$ cat config.mk
export PLATFORM = sky130hd
export DESIGN_NAME = ifetch_sram_bridge_flat
export DESIGN_NICKNAME = d
export VERILOG_FILES = /design/src/rtl/ifetch_sram_bridge_if.sv /design/src/rtl/ifetch_sram_bridge.sv /design/src/flat_wrapper.sv
export SDC_FILE = /design/constraint.sdc
export NUM_CORES = 1
export LEC_CHECK = 0
export ABC_CLOCK_PERIOD_IN_PS = 2100
export CAP_MARGIN = 20
export CORE_MARGIN = 2
export CORE_UTILIZATION = 35
export DETAILED_ROUTE_END_ITERATION = 16
export GPL_ROUTABILITY_DRIVEN = 0
export PLACE_DENSITY = 0.8
export SKIP_CTS_REPAIR_TIMING = 1
export SYNTH_ARGS = -nofsm -noshare
export SYNTH_HDL_FRONTEND = slang
export SYNTH_SLANG_ARGS = --single-unit
$ cat constraint.sdc
create_clock -name clk -period 2.1 [get_ports clk]
set_clock_uncertainty 0.05 [all_clocks]
set_input_delay 0.315 -clock clk [delete_from_list [all_inputs] [get_ports clk]]
set_output_delay 0.315 -clock clk [all_outputs]
set_load 0.005 [all_outputs]
$ cat src/rtl/ifetch_sram_bridge_if.sv
// SRAM-like instruction port between the fetch bridge (master) and the
// instruction memory or cache (slave).
interface ifetch_sram_bridge_if #(
    parameter int ADDR_W = 32
);
    logic              inst_req;
    logic              inst_wr;
    logic [1:0]        inst_size;
    logic [ADDR_W-1:0] inst_addr;
    logic [ADDR_W-1:0] inst_wdata;
    logic              inst_addr_ok;
    logic              inst_data_ok;
    logic [ADDR_W-1:0] inst_rdata;

    modport master (
        output inst_req, inst_wr, inst_size, inst_addr, inst_wdata,
        input  inst_addr_ok, inst_data_ok, inst_rdata
    );

    modport slave (
        input  inst_req, inst_wr, inst_size, inst_addr, inst_wdata,
        output inst_addr_ok, inst_data_ok, inst_rdata
    );
endinterface

$ cat src/rtl/ifetch_sram_bridge.sv
// Fetch-side bridge: one SRAM-like read per F-stage PC, holds the word under
// stall, drops stale responses after a flush and flags misaligned PCs.
module ifetch_sram_bridge #(
    parameter int ADDR_W = 32
) (
    input  logic              clk,
    input  logic              resetn,
    input  logic [ADDR_W-1:0] pc,
    input  logic              stall,
    input  logic              flush,
    output logic [ADDR_W-1:0] instr_,
    output logic              i_data_ok,
    output logic              fetch_adel,
    ifetch_sram_bridge_if.master inst
);
    typedef enum logic [1:0] {REQ, WAIT, HOLD, DISCARD} state_t;

    state_t            state;
    state_t            state_next;
    logic [ADDR_W-1:0] hold_q;
    logic              capture;
    logic              aligned;

    assign aligned         = (pc[1:0] == 2'b00);
    assign inst.inst_req   = (state == REQ) && aligned && !flush && resetn;
    assign inst.inst_wr    = 1'b0;
    assign inst.inst_size  = 2'b10;
    assign inst.inst_addr  = pc;
    assign inst.inst_wdata = '0;

    always_ff @(posedge clk or negedge resetn) begin
        if (!resetn) begin
            state  <= REQ;
            hold_q <= '0;
        end else begin
            state <= state_next;
            if (capture) begin
                hold_q <= inst.inst_rdata;
            end
        end
    end

    // Outputs are also forced low while resetn is asserted, since the state
    // register alone would still let a misaligned pc raise i_data_ok.
    always_comb begin
        state_next = state;
        capture    = 1'b0;
        i_data_ok  = 1'b0;
        fetch_adel = 1'b0;
        instr_     = '0;
        case (state)
            REQ: begin
                if (!aligned) begin
                    fetch_adel = 1'b1;
                    i_data_ok  = 1'b1;
                end else if (inst.inst_req && inst.inst_addr_ok) begin
                    state_next = WAIT;
                end
            end
            WAIT: begin
                if (inst.inst_data_ok) begin
                    state_next = REQ;
                    if (!flush) begin
                        i_data_ok = 1'b1;
                        instr_    = inst.inst_rdata;
                        capture   = 1'b1;
                        if (stall) begin
                            state_next = HOLD;
                        end
                    end
                end else if (flush) begin
                    state_next = DISCARD;
                end
            end
            HOLD: begin
                i_data_ok = 1'b1;
                instr_    = hold_q;
                if (!stall || flush) begin
                    state_next = REQ;
                end
            end
            DISCARD: begin
                if (inst.inst_data_ok) begin
                    state_next = REQ;
                end
            end
            default: state_next = REQ;
        endcase
        if (!resetn) begin
            i_data_ok  = 1'b0;
            fetch_adel = 1'b0;
            instr_     = '0;
        end
    end
endmodule

$ cat src/flat_wrapper.sv
// flat-port wrapper written by rule: the top's interface ports become plain ports
module ifetch_sram_bridge_flat 
#(
    parameter int ADDR_W = 32
)
  (clk, resetn, pc, stall, flush, instr_, i_data_ok, fetch_adel, inst_inst_req, inst_inst_wr, inst_inst_size, inst_inst_addr, inst_inst_wdata, inst_inst_addr_ok, inst_inst_data_ok, inst_inst_rdata);
  ifetch_sram_bridge_if #(.ADDR_W(ADDR_W)) inst_i ();
  input  logic clk;
  input  logic resetn;
  input  logic [ADDR_W-1:0] pc;
  input  logic stall;
  input  logic flush;
  output logic [ADDR_W-1:0] instr_;
  output logic i_data_ok;
  output logic fetch_adel;
  output wire logic [$bits(inst_i.inst_req)-1:0] inst_inst_req;
  output wire logic [$bits(inst_i.inst_wr)-1:0] inst_inst_wr;
  output wire logic [$bits(inst_i.inst_size)-1:0] inst_inst_size;
  output wire logic [$bits(inst_i.inst_addr)-1:0] inst_inst_addr;
  output wire logic [$bits(inst_i.inst_wdata)-1:0] inst_inst_wdata;
  input wire logic [$bits(inst_i.inst_addr_ok)-1:0] inst_inst_addr_ok;
  input wire logic [$bits(inst_i.inst_data_ok)-1:0] inst_inst_data_ok;
  input wire logic [$bits(inst_i.inst_rdata)-1:0] inst_inst_rdata;
  assign inst_inst_req = inst_i.inst_req;
  assign inst_inst_wr = inst_i.inst_wr;
  assign inst_inst_size = inst_i.inst_size;
  assign inst_inst_addr = inst_i.inst_addr;
  assign inst_inst_wdata = inst_i.inst_wdata;
  assign inst_i.inst_addr_ok = inst_inst_addr_ok;
  assign inst_i.inst_data_ok = inst_inst_data_ok;
  assign inst_i.inst_rdata = inst_inst_rdata;
  ifetch_sram_bridge #(.ADDR_W(ADDR_W)) u_core (.clk(clk), .resetn(resetn), .pc(pc), .stall(stall), .flush(flush), .instr_(instr_), .i_data_ok(i_data_ok), .fetch_adel(fetch_adel), .inst(inst_i));
endmodule
# Yosys cells after proc, flatten, opt, wreduce, memory -nomap -nowiden
# Cells that the tools add are included.
# Widths: inputs -> output; s select.
op_classes:
  eq_ne: 8
  muxes: 21
  n_reduce_logical: 10
ops:
  columns: ["cell", "n"]
  rows:
  - ["$mux 32", 3]
  - ["$pmux 32 s2", 1]
  - ["$mux 2", 8]
  - ["$pmux 2 s4", 1]
  - ["$mux 1", 7]
  - ["$reduce_and 5->1", 1]
  - ["$eq 2x2->1 const B", 2]
  - ["$logic_and 1x1->1", 4]
  - ["$logic_not 2->1", 2]
  - ["$ne 2x1->1 const B", 2]
  - ["$ne 2x2->1 const B", 2]
  - ["$ne 3x3->1 const B", 1]
  - ["$pmux 1 s3", 1]
  - ["$eq 2x1->1 const B", 1]
  - ["$logic_not 1->1", 2]
  - ["$logic_or 1x1->1", 1]
totals:
  regBits: 34
  out_inout_bits: 102
  word_cells: 41

# Logic depth before layout (Yosys ltp)
depth:
  ltp_word: 8
  mapped_depth: 8
  ltp_nobuf: 6

# Least setup slack after synthesis
# OpenSTA, ideal clock, no wires.
synth_path:
  path_type: "register to output"
  start: "register u_core.state[1]"
  end: "output port instr_[10]"
  arrival_ns: 1.497
  required_time_ns: 1.735
  setup_slack_ns: 0.238
  stages_incl_launch_ff: 9
  path_cell_list: "dfrtp_1 > inv_1 > ha_1 > nor2b_1 > and2_1 > buf_2 > buf_2 > nand2_1 > a21oi_1"
synth_between:
  elab_chain_cells: 3
  elab_cells_between_ends: 4
synth_lines:
  columns: ["element", "line", "source"]
  rows:
  - ["start: declaration", "ifetch_sram_bridge.sv:18", "state_t state;"]
  - ["start signal: assignment", "ifetch_sram_bridge.sv:36", "state <= state_next;"]
  - ["$eq 2x2->1 / $eq 2x1->1 (equally long branches)", "ifetch_sram_bridge.sv:51", "case (state)"]
  - ["$pmux 32 s2 (*)", "ifetch_sram_bridge.sv:51", null]
  - ["$mux 32 (*)", "ifetch_sram_bridge.sv:89", "if (!resetn) begin"]
  - ["end: declaration", "flat_wrapper.sv:13", "output logic [ADDR_W-1:0] instr_;"]
# Every way passes the cells marked *; elsewhere a longest branch is shown, timed or not.

# Worst setup path after layout
layout_path:
  start: "register u_core.state[1]"
  end: "output port instr_[28]"
# Same word-level chain as after synthesis.

==> key figures <==
Clocking
  • Root Driver: clkbuf_8
  • H-tree levels: 2
  • TritonCTS clock tree: built
  • Clock sinks: 34
  • Max Buffers Root-to-Sink: 2
  • Reg clk slew, reported paths: 0.07 ns
  • TritonCTS Buffers: 5
  • Latest clock arrival within the worst-skew pair: 0.27 ns

Timing
  • Tmin final: 2.30 ns
  • RSZ-0062 raised after global routing: true
  • Hold Fails Final Rpt: 0
  • Setup WS post-layout: -0.203 ns
  • Endpoints failing setup: 31
  • Final period utilization: 110%
  • Setup TNS Final: -2.58 ns
  • Max-slew violation count: 0
  • FMAX: 0.434 GHz

Logic synthesis
  • Compound-Gate Fraction of Synth Area: 9.72%
  • Syn avg cell area: 7.60 µm²
  • Count of different cell masters after synthesis: 22
  • Main combinational cell family by area after synthesis: buffers and inverters
  • Mux cell area share after synthesis: 0.864%
  • Adder-Cell Fraction of Synth Area: 3.24%
  • Cells after Synth: 305
  • Seq/Total Area, Yosys: 36.7%
  • Syn. warnings: 0
  • Post-synthesis xor/xnor area fraction: 0%
  • Synth Area in Simple Gates: 24.5%
  • Synthesis-stage register bit count: 34
  • Mapped Area: 2320 µm²

Worst setup path
  • Critical Path End: instr_[28]
  • Worst Setup Start Kind: flip-flop
  • Crit path from: u_core.state[1]
  • Reg2reg setup slack: 0.09 ns
  • CP Class: flip-flop to primary output
  • R2R Path Start: u_core.state[0]
  • CP max FO: 5
  • Critical path endpoint category: primary output
  • R2R depth: 8
  • Required time worst endpoint: 1.74 ns
  • R2r endpoint: u_core.state[1]
  • Arrival time worst endpoint: 1.94 ns

Pwr
  • Maximum VDD drop: 0.486 mV
  • Switching fraction of total power: 37.8%
  • Clock share of power: 15.1%
  • NetSw: 1270 µW
  • Power Dens Cells: 947 nW/µm²
  • Combinational Power Share: 50.1%
  • Lkg Pwr: 0.00182 µW
  • Sequential share of power: 34.8%
  • Cell-internal power: 2080 µW

Global routing
  • First-pass GRT wire length: 8840 µm
  • Global route total overflow: 0
  • Met1 usage in global routing: 18.0%
  • Largest net degree at the start of global routing: 22
  • GR peak layer: met2
  • GRT Util Overall: 15.1%
  • Number of antenna violations at the first check in global routing: 0
  • Met3 usage: 3.89%
  • Met2 Usage GRT: 26.3%
  • Vias in the first global route: 1970

Cells and area
  • Fillcell total: 615
  • Final Core Density: 55.3%
  • Share of cells above drive strength 1: 41.9%
  • Layout area overhead: 52.5%
  • Nets@finish: 483
  • Final std cells w/o fill: 485
  • N_diodes: 0

Outcome
  • Status: finished with violations
  • Failing checks: setup timing

Detailed routing
  • Vias: 2185
  • Initial DRC count: 55
  • First-pass iteration count of the detailed router: 4
  • Residual DRC: 0
  • Vias per inst: 4.51
  • Antenna-violating nets left: 0
  • Total Wirelength: 6530 µm
  • Wire length per cell: 13.5 µm

Worst hold path
  • Hold crit path type: input pin to asynchronous set/reset pin

Die
  • Initial Util: 36.3%
  • Die height: 85.4 µm
  • Die width: 85.4 µm
  • FP Rows: 29
  • Core area: 6390 µm²
  • Full die area: 7290 µm²
  • IO Count: 172

Place
  • Final HPWL from detailed placement: 4160 µm
  • Inst Count DP: 457
  • Port-buffer cells: 76

Flow run
  • MaxCap Viol Count: 0
[sequential cells by signal, summed over array words and instances, names as in the netlist]
signal	flops
u_core.hold_q	32
u_core.state	2
[layout make-up]
cell class,instances,area (µm²),share of cell area (%)
clock buffers,6,82.6,2.34
multi-input cells,220,1260,35.7
clock inverters,2,12.5,0.354
flip-flops and latches,34,851,24.1
inverters,3,13.8,0.389
repair buffers,143,1220,34.4
well taps,77,96.3,2.73
[cell families after synthesis]
kind of cell             after synthesis
buffers and inverters                 84
AO/OA/AOI/OAI                         38
other                                  2
adder cells (fa/ha/maj)                6
AND/OR/NAND/NOR                      139
flip-flops                            34
multiplexers                           2
[layer usage]
| layer | wire length (µm) | share of wire [%] | up-vias |
|---|---|---|---|
| met5 | 0 | 0 | - |
| met4 | 153 | 2.3 | 0 |
| met2 | 3340 | 51 | 88 |
| li1 | - | - | 1053 |
| met3 | 433 | 6.6 | 16 |
| met1 | 2600 | 40 | 1028 |
[through the flow]
step                      instance area (µm²)  hold WS, ns  setup WS, ns  power (µW)
after floorplan                          2440      -0.0306         0.238        1920
after global placement                   3120        0.121        -0.358        2410
after detailed placement                 3120        0.119        -0.411        2480
after CTS                                3220       -0.179        -0.631        2990
after global routing                     3530       0.0948        -0.258        3600
final                                    3530       0.0747        -0.203        3350
[power by group through the flow]
stage | Combinational (µW) | Sequential [µW] | Clock (µW)
global route | 1850 | 1210 | 545
finish | 1680 | 1170 | 505
global placement | 1260 | 1150 | 0
CTS | 1320 | 1150 | 512
detailed placement | 1310 | 1170 | 0
floorplan | 788 | 1130 | 0
[how the worst min path moves through the flow]
stage                     cells past startpoint                end  slack [ns]   start
after global routing                          2  u_core.hold_q[15]        0.09  resetn
after CTS                                     1  u_core.hold_q[23]       -0.18  resetn
after global placement                        1   u_core.hold_q[0]        0.12  resetn
after detailed placement                      1  u_core.hold_q[23]        0.12  resetn
after floorplan                               0   u_core.hold_q[0]       -0.03  resetn
final                                         2  u_core.hold_q[13]        0.07  resetn
[cells in the mapped netlist, drive strengths merged]
cell	n	area [µm²]
mux2i	2	20.0
a21oi	33	165
a21boi	1	11.3
nor3	1	5.00
nor4b	1	23.8
and2b	1	10.0
nor3b	1	7.51
o21ai	1	5.00
dfrtp	34	851
a2111oi	1	27.5
nor2b	2	12.5
ha	6	75.1
clkbuf	10	37.5
inv	3	11.3
and2	3	20.0
o21a	2	16.3
conb	2	7.51
buf	71	523
nand2	130	488
[critical path, stage by stage (launching register included)]
cell       delay [ns]
dfrtp_1          0.40
inv_2            0.09
ha_4             0.14
nor2b_4          0.14
and2_4           0.17
buf_6            0.11
buf_6            0.11
clkbuf_16        0.14
nand2_1          0.08
a21oi_2          0.14
buf_2            0.13
[cell usage in the layout, fill, tap and decap left out, types with 2 or more instances in the layout]
cell | netlist | layout
nand2_1 | 130 | 108
buf_4 | 67 | 53
clkdlybuf4s50_1 | 0 | 39
conb_1 | 2 | 35
dfrtp_1 | 34 | 34
a21oi_2 | 0 | 29
buf_2 | 4 | 24
nand2_2 | 0 | 16
clkbuf_2 | 0 | 9
buf_6 | 0 | 7
nand2_4 | 0 | 6
clkbuf_8 | 0 | 6
a21oi_1 | 33 | 4
dlymetal6s2s_1 | 0 | 4
ha_4 | 0 | 3
ha_1 | 6 | 3
buf_12 | 0 | 3
and2_4 | 0 | 2
mux2i_1 | 2 | 2
clkbuf_16 | 0 | 2
No activity file was read; power rests on OpenSTA's default activity.
